==> src/rtl/fma_share_arbiter.sv <==
// Round-robin arbiter sharing one pipelined FMA among N_REQ requesters, with tagged results and a drain handshake.
// Optional issue/conflict statistics counters are enabled with `define FMA_ARB_STATS_EN.
module fma_share_arbiter #(
   parameter int N_REQ   = 4,
   parameter int MUL_W   = 16,
   parameter int ACC_W   = 32,
   parameter int FMA_LAT = 5,
   localparam int ID_W   = (N_REQ > 1) ? $clog2(N_REQ) : 1
) (
   input  logic                     clk,
   input  logic                     rst,
   input  logic [N_REQ-1:0]         req_valid,
   output logic [N_REQ-1:0]         req_ready,
   input  logic [N_REQ*MUL_W-1:0]   req_mult1,
   input  logic [N_REQ*MUL_W-1:0]   req_mult2,
   input  logic [N_REQ*ACC_W-1:0]   req_acc,
   output logic [MUL_W-1:0]         fma_mult1,
   output logic [MUL_W-1:0]         fma_mult2,
   output logic [ACC_W-1:0]         fma_acc,
   input  logic [ACC_W-1:0]         fma_out,
   output logic                     rsp_valid,
   output logic [ID_W-1:0]          rsp_id,
   output logic [ACC_W-1:0]         rsp_data,
   input  logic                     drain_req,
   output logic                     drain_done,
   output logic                     busy
`ifdef FMA_ARB_STATS_EN
   ,
   output logic [31:0]              stat_issue_cnt,
   output logic [31:0]              stat_conflict_cnt
`endif
);

   localparam int CNT_W = $clog2(FMA_LAT + 3);

   typedef enum logic [1:0] {RUN, DRAINING, DRAINED} arbState_t;

   arbState_t        state, stateNext;
   logic [ID_W-1:0]  rrPtr;
   logic [ID_W-1:0]  winId;
   logic             grantValid;
   logic [FMA_LAT:0] tagValid;
   logic [ID_W-1:0]  tagId [FMA_LAT+1];
   logic [CNT_W-1:0] inFlight, inFlightNext;

   logic [MUL_W-1:0] mult1Arr [N_REQ];
   logic [MUL_W-1:0] mult2Arr [N_REQ];
   logic [ACC_W-1:0] accArr   [N_REQ];

   genvar gi;
   generate
      for (gi = 0; gi < N_REQ; gi++) begin : g_unpack
         assign mult1Arr[gi] = req_mult1[gi*MUL_W +: MUL_W];
         assign mult2Arr[gi] = req_mult2[gi*MUL_W +: MUL_W];
         assign accArr[gi]   = req_acc[gi*ACC_W +: ACC_W];
      end
   endgenerate

   // Search upward from the requester after the last winner, wrapping at N_REQ.
   always_comb begin
      logic [ID_W:0]   sum;
      logic [ID_W-1:0] idx;
      winId      = '0;
      grantValid = 1'b0;
      sum        = '0;
      idx        = '0;
      if (state == RUN && !drain_req) begin
         for (int k = 1; k <= N_REQ; k++) begin
            sum = {1'b0, rrPtr} + (ID_W+1)'(k);
            if (sum >= (ID_W+1)'(N_REQ))
               sum = sum - (ID_W+1)'(N_REQ);
            idx = sum[ID_W-1:0];
            if (!grantValid && req_valid[idx]) begin
               grantValid = 1'b1;
               winId      = idx;
            end
         end
      end
   end

   always_comb begin
      req_ready = '0;
      if (grantValid)
         req_ready[winId] = 1'b1;
   end

   always_comb begin
      inFlightNext = inFlight;
      case ({grantValid, rsp_valid})
         2'b10:   inFlightNext = inFlight + 1'b1;
         2'b01:   inFlightNext = inFlight - 1'b1;
         default: inFlightNext = inFlight;
      endcase
   end

   always_comb begin
      stateNext = state;
      case (state)
         RUN:      if (drain_req) stateNext = DRAINING;
         DRAINING: begin
            if (!drain_req)
               stateNext = RUN;
            else if (inFlight == '0)
               stateNext = DRAINED;
         end
         DRAINED:  if (!drain_req) stateNext = RUN;
         default:  stateNext = RUN;
      endcase
   end

   always_ff @(posedge clk or posedge rst) begin
      if (rst) begin
         state     <= RUN;
         rrPtr     <= ID_W'(N_REQ - 1);
         fma_mult1 <= '0;
         fma_mult2 <= '0;
         fma_acc   <= '0;
         tagValid  <= '0;
         inFlight  <= '0;
         for (int k = 0; k <= FMA_LAT; k++)
            tagId[k] <= '0;
      end else begin
         state    <= stateNext;
         inFlight <= inFlightNext;
         // The tag pipe never stalls; its depth matches the FMA so tags line up with fma_out.
         tagValid <= {tagValid[FMA_LAT-1:0], grantValid};
         tagId[0] <= winId;
         for (int k = 1; k <= FMA_LAT; k++)
            tagId[k] <= tagId[k-1];
         if (grantValid) begin
            rrPtr     <= winId;
            fma_mult1 <= mult1Arr[winId];
            fma_mult2 <= mult2Arr[winId];
            fma_acc   <= accArr[winId];
         end
      end
   end

   assign rsp_valid  = tagValid[FMA_LAT];
   assign rsp_id     = tagId[FMA_LAT];
   assign rsp_data   = fma_out;
   assign busy       = (inFlight != '0);
   assign drain_done = (state == DRAINED);

`ifdef FMA_ARB_STATS_EN
   logic multiReq;
   assign multiReq = (req_valid & (req_valid - N_REQ'(1))) != '0;

   always_ff @(posedge clk or posedge rst) begin
      if (rst) begin
         stat_issue_cnt    <= '0;
         stat_conflict_cnt <= '0;
      end else begin
         if (grantValid && stat_issue_cnt != '1)
            stat_issue_cnt <= stat_issue_cnt + 1'b1;
         if (grantValid && multiReq && stat_conflict_cnt != '1)
            stat_conflict_cnt <= stat_conflict_cnt + 1'b1;
      end
   end
`endif

endmodule
==> config.mk <==
export PLATFORM = sky130hd
export DESIGN_NAME = fma_share_arbiter
export DESIGN_NICKNAME = d
export VERILOG_FILES = /design/src/rtl/fma_share_arbiter.sv
export SDC_FILE = /design/constraint.sdc
export NUM_CORES = 1
export LEC_CHECK = 0
export ABC_AREA = 1
export CORE_AREA = 2 2 157 159
export CTS_CLUSTER_SIZE = 16
export DETAILED_ROUTE_END_ITERATION = 12
export DIE_AREA = 0 0 159 161
export HOLD_SLACK_MARGIN = 0.15
export MAX_ROUTING_LAYER = met4
export PLACE_DENSITY = 0.74
export SLEW_MARGIN = 20
export SYNTH_ARGS = -nofsm -noshare
export SYNTH_HDL_FRONTEND = slang
export SYNTH_SLANG_ARGS = --single-unit
export TNS_END_PERCENT = 1
==> constraint.sdc <==
create_clock -name clk -period 2.7 [get_ports clk]
set_input_delay 0.54 -clock clk [delete_from_list [all_inputs] [get_ports clk]]
set_output_delay 0.54 -clock clk [all_outputs]
set_load 0.005 [all_outputs]
==> impl_metrics.toml <==
[synthesis]
ys_ff_latch = 89
synth-main-ff-cell = "dfrtp_1"
synthTopCellsByCount = "nand2_1, nand3_1, dfrtp_1, buf_4, buf_2"
synth_top_area_cell = "nand2_1"
ys_types = 28
syn_area_mm2 = 0.00636
ys_warn_count = 0
synthesis.nets = 1348
synth.most_common_cell = "nand2_1"
synth-edff-count = 0
syn_inst = 1051
async_flop_share_pct = 100
avgSynthCellArea_um2 = 6.05
yosys-top-cells-area = "nand2_1, dfrtp_1, nand3_1"
yosys.area.top_type_share_pct = 39.9
synth-seq-area-share_pct = 35.1

[layout]
fillers = 2542
fin_nets = 1637
stdcell_area_mm2 = 0.0103
final_cells = 1670
syn_to_final_growth_pct = 62.7
drive_gt1_share_pct = 8.03

[clock_network]
cts_buffers = 9
insertion_delay_ns = 0.34
cts.sinks = 89
path_clk_slew_ns = 0.07
clockRootBuffer = "clkbuf_16"
ctsHoldBuffers = 0
cts_tree = "done"
htree_levels = 3
clockBufferDepth = 2

[setup_path]
cp_max_fo = 7
reg2reg_from = "rrPtr[0]"
path_class = "flip-flop to output port"
critPathRequiredTime_ns = 2.16
crit_chain = "clkinv_4 > nand2_2 > nand2_2 > nand2_2 > nand2_4 > nor2_4 > buf_6 > a21oi_4 > nor2_4 > inv_2 > nor2_1 > buf_2"
path_common_cell = "nand2_2"
arrival_ns = 2.16
endpoint_kind = "output port"
startpoint = "rrPtr[0]"
crit_path_max_incr_delay_ns = 0.61
setup.worst_path.start_class = "flip-flop"
slowest_stage = "dfstp_2"

[routing]
ant_nets = 0
vias = 7518
dr.pass1.iters = 4
via_per_inst = 4.50
drt_wl_total_um = 23900
drc = 0
drt_first_iter_violations = 448
wl_per_cell_um = 14.3

[timing]
finalSetupViolCount = 0
fmax_ghz = 0.371
worstMarginPinSlew_ns = 0.551
rsz0062_at_grt = "yes"
layout_worst_path_cycle_share_pct = 99.9
finalMaxSlewViolations = 0
hold_violations = 0
tns_ns = 0
relSlewSlack_pct = 63.2
layout_min_cycle_time_ns = 2.70
finClkSkew_ns = 0.00738

[grt]
grt_pass1_vias = 7190
antenna_found_initial = 1
grt-ovfl-total = 0
grt_usage_pct = 18.3
grt_max_degree = 90
grt_pass1_wl_um = 36600

[die]
pin_count = 400
num_rows = 57
start_util_pct = 26.5
core_area_mm2 = 0.0240
die_width_um = 159
die_area_mm2 = 0.0256
die_height_um = 161

[worst_hold_path]
worstHoldStart = "tagId[4]"
min_path_type = "flip-flop to flip-flop"

[run]
drv_cap = 0

[placement]
dp_cells = 1641
place.port_buffers = 335
place_congestion = 0.875
place_hpwl_um = 16900
placed_area_mm2 = 0.00983

[power_and_ir_drop]
power.density_mw_per_mm2 = 957
ir_drop_v = 0.000524
power_leakage_uw = 0.00528

[outcome]
status = "complete, no violations"
-- final timing paths --
path,to,slack (ns),cells after the start
max,req_ready[2],0.003,12
min,tagId[2],0.34,0
max reg2reg,fma_mult1[4],0.18,18
min reg2reg,tagId[2],0.34,0
max in group asynchronous,rrPtr[0],1.63,3
min in group asynchronous,fma_mult2[15],0.68,3
-- kinds of logic after synthesis --
logic type,synth area share [%]
AO/OA/AOI/OAI,0.689
XOR/XNOR,0.275
adder cells (fa/ha/maj),0.511
buffers and inverters,11.3
flip-flops,35.1
AND/OR/NAND/NOR,52.2
-- cells in the final DEF, fill, tap and decap left out, drive strengths merged --
master,synthesis,final
o21ai,6,6
clkinvlp,0,4
buf,91,48
xnor2,1,1
nand2,682,682
nor3,1,1
clkdlybuf4s50,0,330
inv,16,17
dfrtp,87,87
clkbuf,14,14
nand3,137,137
ha,1,1
a21oi,1,1
dlymetal6s2s,0,1
clkinv,0,1
dfstp,2,2
diode,0,1
fa,1,1
a41oi,1,1
xor2,1,1
nor2,9,9
-- worst max-delay path, delay by kind of cell (launching register included) --
family	cells	cell delay [ns]
AND/OR/NAND/NOR	7	0.71
flip-flops	1	0.61
buffers and inverters	4	0.45
AO/OA/AOI/OAI	1	0.05
-- through the flow --
step / setup slack, ns / power, uW / hold slack [ns] / util (%)
final: 0.00308 / 9900 / 0.341 / 43.2
after global routing: -0.0842 / 10800 / 0.352 / 43.2
after CTS: -0.0806 / 9700 / 0.346 / 42.3
after detailed placement: -0.323 / 8400 / 0.335 / 41.0
after global placement: -0.280 / 8340 / 0.334 / 41.0
after floorplan: 0.180 / 5890 / 0.331 / -
-- metal layers --
layer | share of wire [%] | track usage, % | routed length, um
met5 | 0 | - | 0
met3 | 7.0 | 4.34 | 1680
met2 | 47 | 30.4 | 11300
met1 | 43 | 21.8 | 10200
met4 | 3.1 | 6.61 | 740
-- state kept, by name, summed over array words and instances (netlist names) --
register   cells
tagId         10
state          2
tagValid       6
rsp_id         2
inFlight       3
rrPtr          2
fma_mult1     16
fma_mult2     16
fma_acc       32
-- timing repair --
item	CTS	global route
buffers inserted	3	8
gates cloned	0	1
pin swaps	5	16
gates resized for setup	9	46
endpoints found under the setup margin	4	50
-- power by group --
group	switching [uW]	internal (uW)
registers	306	1940
logic	3710	2740
clock network	571	635
total	4590	5320
-- final cells by class --
| cell class | count | area, um2 | share of cell area [%] |
|---|---|---|---|
| tap | 324 | 405 | 3.92 |
| clock buffer | 10 | 229 | 2.21 |
| inverter | 16 | 73.8 | 0.713 |
| multi-input combinational | 841 | 3520 | 34.0 |
| sequential | 89 | 2230 | 21.5 |
| timing repair buffer | 383 | 3840 | 37.1 |
| clock inverter | 6 | 48.8 | 0.471 |
| antenna | 1 | 2.50 | 0.0242 |
(Power assumes the default switching activity.)
